[config.mk]
export PLATFORM = sky130hd
export DESIGN_NAME = trig_conditioner
export DESIGN_NICKNAME = d
export VERILOG_FILES = /design/src/rtl/trig_conditioner.sv
export SDC_FILE = /design/constraint.sdc
export NUM_CORES = 1
export LEC_CHECK = 0
export ABC_AREA = 1
export BUFFER_PORTS_ARGS = -buffer_cell sky130_fd_sc_hd__buf_2
export CAP_MARGIN = 10
export CELL_PAD_IN_SITES_DETAIL_PLACEMENT = 0
export CELL_PAD_IN_SITES_GLOBAL_PLACEMENT = 1
export CORE_MARGIN = 3
export CORE_UTILIZATION = 51
export CTS_CLUSTER_DIAMETER = 50
export DETAILED_ROUTE_END_ITERATION = 8
export GPL_ROUTABILITY_DRIVEN = 0
export PLACE_DENSITY_LB_ADDON = 0.1
export REMOVE_ABC_BUFFERS = 1
export SETUP_SLACK_MARGIN = 0.02
export SYNTH_ARGS = -nofsm -noshare
export SYNTH_HDL_FRONTEND = slang
export SYNTH_SLANG_ARGS = --single-unit
[constraint.sdc]
create_clock -name clk -period 3.9 [get_ports clk]
set_input_delay 0.78 -clock clk [delete_from_list [all_inputs] [get_ports clk]]
set_output_delay 0.78 -clock clk [all_outputs]
set_load 0.005 [all_outputs]
[src/rtl/trig_conditioner.sv]
// Turns two raw Arduino trigger pins into mutually exclusive MZ/Rabi triggers with hold and lockout timing.
// Pin-to-trigger latency DEBOUNCE+3 cycles; no backpressure: requests while busy are dropped and counted.
module trig_conditioner #(
  parameter int DEBOUNCE  = 16,
  parameter int MZ_HOLD   = 168300,
  parameter int MZ_GAP    = 1000,
  parameter int RABI_HOLD = 2,
  parameter int RABI_GAP  = 70000
) (
  input  logic       clk,
  input  logic       rst_n,
  input  logic       mz_req_in,
  input  logic       rabi_req_in,
  output logic       mz_trig,
  output logic       rabi_trig,
  output logic       busy,
  output logic       done,
  output logic [7:0] drop_cnt
);

  localparam logic [31:0] DB_LIM  = (DEBOUNCE  < 1) ? 32'd1 : 32'(DEBOUNCE);
  localparam logic [31:0] MZ_H    = (MZ_HOLD   < 1) ? 32'd1 : 32'(MZ_HOLD);
  localparam logic [31:0] MZ_G    = (MZ_GAP    < 1) ? 32'd1 : 32'(MZ_GAP);
  localparam logic [31:0] RABI_H  = (RABI_HOLD < 1) ? 32'd1 : 32'(RABI_HOLD);
  localparam logic [31:0] RABI_G  = (RABI_GAP  < 1) ? 32'd1 : 32'(RABI_GAP);

  typedef enum logic [1:0] {IDLE, MZ_RUN, RABI_RUN, GAP} state_t;

  state_t      state;
  logic [31:0] cnt;
  logic [1:0]  sync1;
  logic [1:0]  sync2;
  logic [1:0]  filt;
  logic [1:0]  filt_q;
  logic [31:0] db_cnt [2];
  logic [1:0]  req;
  logic        mz_req;
  logic        rabi_req;
  logic [1:0]  drop_inc;
  logic [8:0]  drop_sum;

  // Bit 0 is the MZ channel, bit 1 the Rabi channel.
  always_ff @(posedge clk or negedge rst_n) begin
    if (!rst_n) begin
      sync1  <= '0;
      sync2  <= '0;
      filt   <= '0;
      filt_q <= '0;
      for (int i = 0; i < 2; i++) db_cnt[i] <= '0;
    end else begin
      sync1  <= {rabi_req_in, mz_req_in};
      sync2  <= sync1;
      filt_q <= filt;
      for (int i = 0; i < 2; i++) begin
        if (sync2[i] == filt[i]) begin
          db_cnt[i] <= '0;
        end else if (db_cnt[i] == DB_LIM) begin
          filt[i]   <= sync2[i];
          db_cnt[i] <= '0;
        end else begin
          db_cnt[i] <= db_cnt[i] + 32'd1;
        end
      end
    end
  end

  assign req      = filt & ~filt_q;
  assign mz_req   = req[0];
  assign rabi_req = req[1];

  // In IDLE only a Rabi request losing to a simultaneous MZ request is rejected.
  always_comb begin
    drop_inc = '0;
    if (state == IDLE) drop_inc = {1'b0, mz_req & rabi_req};
    else               drop_inc = {1'b0, mz_req} + {1'b0, rabi_req};
  end

  assign drop_sum = {1'b0, drop_cnt} + {7'd0, drop_inc};

  always_ff @(posedge clk or negedge rst_n) begin
    if (!rst_n) begin
      state     <= IDLE;
      cnt       <= '0;
      mz_trig   <= 1'b0;
      rabi_trig <= 1'b0;
      busy      <= 1'b0;
      done      <= 1'b0;
      drop_cnt  <= '0;
    end else begin
      done     <= 1'b0;
      drop_cnt <= drop_sum[8] ? 8'hFF : drop_sum[7:0];
      case (state)
        IDLE: begin
          if (mz_req) begin
            state   <= MZ_RUN;
            cnt     <= MZ_H;
            mz_trig <= 1'b1;
            busy    <= 1'b1;
          end else if (rabi_req) begin
            state     <= RABI_RUN;
            cnt       <= RABI_H;
            rabi_trig <= 1'b1;
            busy      <= 1'b1;
          end
        end
        MZ_RUN: begin
          if (cnt == 32'd1) begin
            state   <= GAP;
            cnt     <= MZ_G;
            mz_trig <= 1'b0;
          end else begin
            cnt <= cnt - 32'd1;
          end
        end
        RABI_RUN: begin
          if (cnt == 32'd1) begin
            state     <= GAP;
            cnt       <= RABI_G;
            rabi_trig <= 1'b0;
          end else begin
            cnt <= cnt - 32'd1;
          end
        end
        GAP: begin
          if (cnt == 32'd1) begin
            state <= IDLE;
            cnt   <= '0;
            busy  <= 1'b0;
            done  <= 1'b1;
          end else begin
            cnt <= cnt - 32'd1;
          end
        end
        default: begin
          state     <= IDLE;
          cnt       <= '0;
          mz_trig   <= 1'b0;
          rabi_trig <= 1'b0;
          busy      <= 1'b0;
        end
      endcase
    end
  end

  a_trig_excl: assert property (@(posedge clk) disable iff (!rst_n) !(mz_trig && rabi_trig));

endmodule
# --- Yosys cells after proc, flatten, opt, wreduce, memory -nomap -nowiden ---
# Cells that the tools add are included.
word_totals:
  ff_bits: 118
  word_cells: 78
  out_inout_bits: 12
classes:
  bitwise_logic: 5
  mux: 27
  n_addsub: 5
  eq_ne: 16
  reduce_logical: 11
op_table:
  columns: ["op", "count"]
  rows:
  - ["32-bit two-way mux", 9]
  - ["32-bit one-hot mux with 4 select lines", 1]
  - ["32-bit by 1-bit adder with 32-bit output, second input constant", 2]
  - ["32-bit by 5-bit equality test with 1-bit output, second input constant", 2]
  - ["32-bit by 1-bit equality test with 1-bit output, second input constant", 1]
  - ["32-bit by 1-bit subtractor with 32-bit output, second input constant", 1]
  - ["2-bit inequality test, second input constant", 6]
  - ["2-bit two-way mux", 5]
  - ["8-bit by 2-bit adder with 9-bit output", 1]
  - ["3-bit AND reduction", 3]
  - ["8-bit two-way mux", 1]
  - ["1-bit two-way mux", 7]
  - ["1-bit one-hot mux with 2 select lines", 3]
  - ["2-bit one-hot mux with 3 select lines", 1]
  - ["2-bit nonzero test", 3]
  - ["2-bit equality test, second input constant", 2]
  - ["2-bit AND reduction", 2]
  - ["4-bit AND reduction", 1]
  - ["3-bit inequality test, second input constant", 1]
  - ["1-bit by 1-bit adder with 2-bit output", 1]
  - ["2-bit AND", 1]
  - ["1-bit equality test", 2]
  - ["2-bit by 1-bit equality test with 1-bit output, second input constant", 1]
  - ["2-bit zero test", 1]
  - ["5 further kinds", 6]

# --- Longest topological paths before layout ---
depth:
  depth_word: 6
  mapped_depth: 14

# --- Worst setup path before layout ---
# No wires, ideal clock.
synth_timing:
  path_type: "reg2reg"
  from: "reg state[0]"
  to: "reg drop_cnt[7]"
  synth_period_minus_slack_ns: 2.380
  setup_slack_ns: 1.520
  setup_time_ns: 0.072
  required_time_ns: 3.828
  t_arrival_ns: 2.308
  path_stages_with_launch: 14
  path_cell_list: "dfrtp_1 > inv_1 > ha_1 > clkbuf_1 > nand2_1 > nand2_1 > ha_1 > inv_1 > fa_1 > nor2_1 > nand2_1 > nor2_1 > nand3_1 > nand3_1"
synth_via:
  elab_chain_cells: 4
synth_lines:
  columns: ["item", "line_no", "rtl"]
  rows:
  - ["start, declared", "29", "state_t state;"]
  - ["start signal, assigned", "82", "state <= IDLE;"]
  - ["start signal, assigned", "95", "state <= MZ_RUN;"]
  - ["start signal, assigned", "100", "state <= RABI_RUN;"]
  - ["2-bit zero test", "74", "if (state == IDLE) drop_inc = {1'b0, mz_req & rabi_req};"]
  - ["2-bit two-way mux", "74", null]
  - ["8-bit by 2-bit adder with 9-bit output", "78", "assign drop_sum = {1'b0, drop_cnt} + {7'd0, drop_inc};"]
  - ["8-bit two-way mux", "91", "drop_cnt <= drop_sum[8] ? 8'hFF : drop_sum[7:0];"]
  - ["end signal, assigned", "91", null]
  - ["end, declared", "18", "output logic [7:0] drop_cnt"]
# Every way passes these cells.
# A chain may end at the register's enable or synchronous reset.

# --- Worst setup path in the final report ---
layout_timing:
  from: "reg state[1]"
  to: "reg drop_cnt[5]"
# The elaborated chain is that of the path after synthesis.

==> qor.yml <==
cts:
  cts.htree.levels: 4
  cts_tree: "built"
  cts.sinks: 118
  insertion_delay_ps: 420
  root_buffer: "clkbuf_16"
  clkTransAtPathRegs_ps: 50
  clockBufferDepth: 2
  cts_setup_buffers: 0
  cts_buffers: 17
  ctsResizeCount: 0
  hold_buffers: 0
critical_path:
  cp.required_ps: 4250
  regToRegSetupSlack_ps: 1210
  path_max_fanout: 14
  r2r_end: "drop_cnt[5]"
  crit_arrival_ps: 3040
  critPathCaptureType: "flop"
  startpoint_type: "flop"
  reg2reg_depth: 13
  r2r_start: "state[1]"
  critPathKind: "flop to flop"
route:
  drt_pass1_iterations: 5
  drc: 0
  drt_iter0_drc: 442
  antenna_violating_nets_post_route: 0
  wl_per_cell_um: 14.49
  avgViaCountPerCell: 5.258
  top_layer_used: "met4"
  wl_met2_mm: 7.793
  routed_wl_mm: 17.14
  wl_met1_mm: 8.408
  vias: 6220
  wl_met3_um: 716
floorplanning:
  die_x_um: 124.6
  coreArea_um2: 13510
  initial_core_util: 0.5311
  pin_count: 16
  rows: 42
  dieArea_um2: 15520
  die_h_um: 124.6
global_route:
  grt_pass1_wl_mm: 29.74
  grt_pass1_vias: 6090
  grt_max_degree: 69
  grt_usage: 0.2330
  gr-total-overflow: 0
  antenna_found_initial: 0
synthesis:
  seq_area_frac_synth: 0.4117
  syn_avg_cell_area_um2: 7.410
  yosysWarnings: 0
  syn-cell-area_um2: 7173
  synth.distinct_cells: 38
  ys_async_sr_fraction: 1.000
  synth_ff_type: "dfrtp_1"
  synth_seq_cells: 118
  synth-edff-count: 0
  syn_inst: 968
sta:
  relSlewSlack: 0.5935
  period_share: 0.6903
  fmax_mhz: 371.4
  tns_ps: 0
  slew_viol_final: 0
  tightest_slew_ps: 604.2
  skew_ps: 5.251
  rsz0062_at_grt: "no"
  finalCriticalPeriod_ps: 2692
  setup_viol: 0
  finalHoldViolCount: 0
  worst_hold_slack_ps: 262.7
final_layout:
  final_cell_mix: "nand2_1 (226), nor2_1 (163), inv_1 (118), dfrtp_1 (118), xor2_1 (52)"
  final_common_cell: "nand2_1"
  drive_gt1_frac: 0.1043
  layout.nets: 1013
  n_antenna_cell: 0
  area_growth_pct: 11.22
  fillerInstances: 1272
hold_path:
  hp-class: "primary input to async pin"
pwr:
  vdd_drop_max_uv: 391.6
  leakage_nw: 3.609
  p_per_area_nw_per_um2: 531.6
placed_design:
  hpwl_mm: 12.69
  portBuffers: 15
flow_run:
  max-cap-violations: 0
status:
  status: "completed"
## worst max path at each step
stage	endpoint	depth (start not counted)	from	slack, ps
after CTS	drop_cnt[5]	13	state[0]	1170
after global placement	drop_cnt[7]	13	state[0]	1290
after global routing	drop_cnt[5]	12	state[1]	840
after floorplan	drop_cnt[7]	13	state[0]	1610
final	drop_cnt[5]	13	state[1]	1210
after detailed placement	drop_cnt[5]	13	state[0]	1200
## final cells by class
type	count	area (µm²)	share of cell area
clock buffer	22	444.2	0.05568
clock inverter	10	82.58	0.01035
inverter	128	480.5	0.06023
multi-input combinational	711	3685	0.4619
sequential	118	2953	0.3701
tap	176	220.2	0.02760
timing repair buffer	18	112.6	0.01412
## worst max-delay path, cell delays in order (launching register included)
cell and delay [ps]:
dfrtp_1 390, inv_1 90, ha_1 350, inv_1 190, nand2_1 70, nand2_1 60
ha_1 130, inv_1 50, fa_1 370, nor2_1 190, nand2_1 70, nor2_1 210
nand3_1 270, nand3_1 170
## report_power, final
group	internal [mW]	leakage, nW	switching, mW
logic	0.406	1.74	0.946
registers	1.34	1.61	0.123
clock network	0.866	0.253	0.560
## cell families after synthesis
logic type	count (synthesis)	share of synthesized area
simple gates	562	0.3544
buf+inv	139	0.07466
flops	118	0.4117
compound gates	71	0.05512
xor+xnor	63	0.07692
fa+ha+maj	15	0.02721
## stage by stage
| step | area [µm²] | total power [mW] | util | setup WS [ps] | std cells |
|---|---|---|---|---|---|
| floorplan | 7118 | 2.458 | - | 1611 | 957 |
| global placement | 7451 | 2.823 | 0.5517 | 1291 | 1151 |
| detailed placement | 7451 | 2.823 | 0.5517 | 1201 | 1151 |
| CTS | 7978 | 4.261 | 0.5907 | 1172 | 1183 |
| global route | 7978 | 4.532 | 0.5907 | 836.3 | 1183 |
| finish | 7978 | 4.241 | 0.5907 | 1208 | 1183 |
## layer usage
metal	vias up	track usage
met5	-	0
met4	0	0.05867
met3	23	0.05403
met2	146	0.3709
met1	2902	0.3230
li1	3149	-
## flip-flops by register name, indices dropped and copies added (netlist names)
register and flops:
busy 1, cnt 32, db_cnt 64, done 1, drop_cnt 8, filt 2
filt_q 2, mz_trig 1, rabi_trig 1, state 2, sync1 2, sync2 2
## synthesized netlist by cell type, types with 4 or more instances
| cell type | instances | share of area |
|---|---|---|
| nor2_1 | 163 | 0.085 |
| o21ai_0 | 25 | 0.017 |
| nand2_1 | 226 | 0.12 |
| o22ai_1 | 6 | 0.0052 |
| xnor2_1 | 11 | 0.013 |
| xor2_1 | 52 | 0.063 |
| inv_1 | 118 | 0.062 |
| ha_1 | 14 | 0.024 |
| nor3_1 | 33 | 0.023 |
| nor2_2 | 13 | 0.011 |
| o21ai_1 | 7 | 0.0049 |
| dfrtp_1 | 118 | 0.41 |
| o21ai_2 | 4 | 0.0049 |
| nand3_1 | 50 | 0.035 |
| nand2_2 | 10 | 0.0087 |
| nor3_2 | 10 | 0.014 |
| nor4_1 | 16 | 0.014 |
| a21oi_1 | 23 | 0.016 |
| inv_2 | 10 | 0.0052 |
| nand4_1 | 23 | 0.020 |
| buf_1 | 4 | 0.0021 |
No activity file was read; power rests on OpenSTA's default activity.
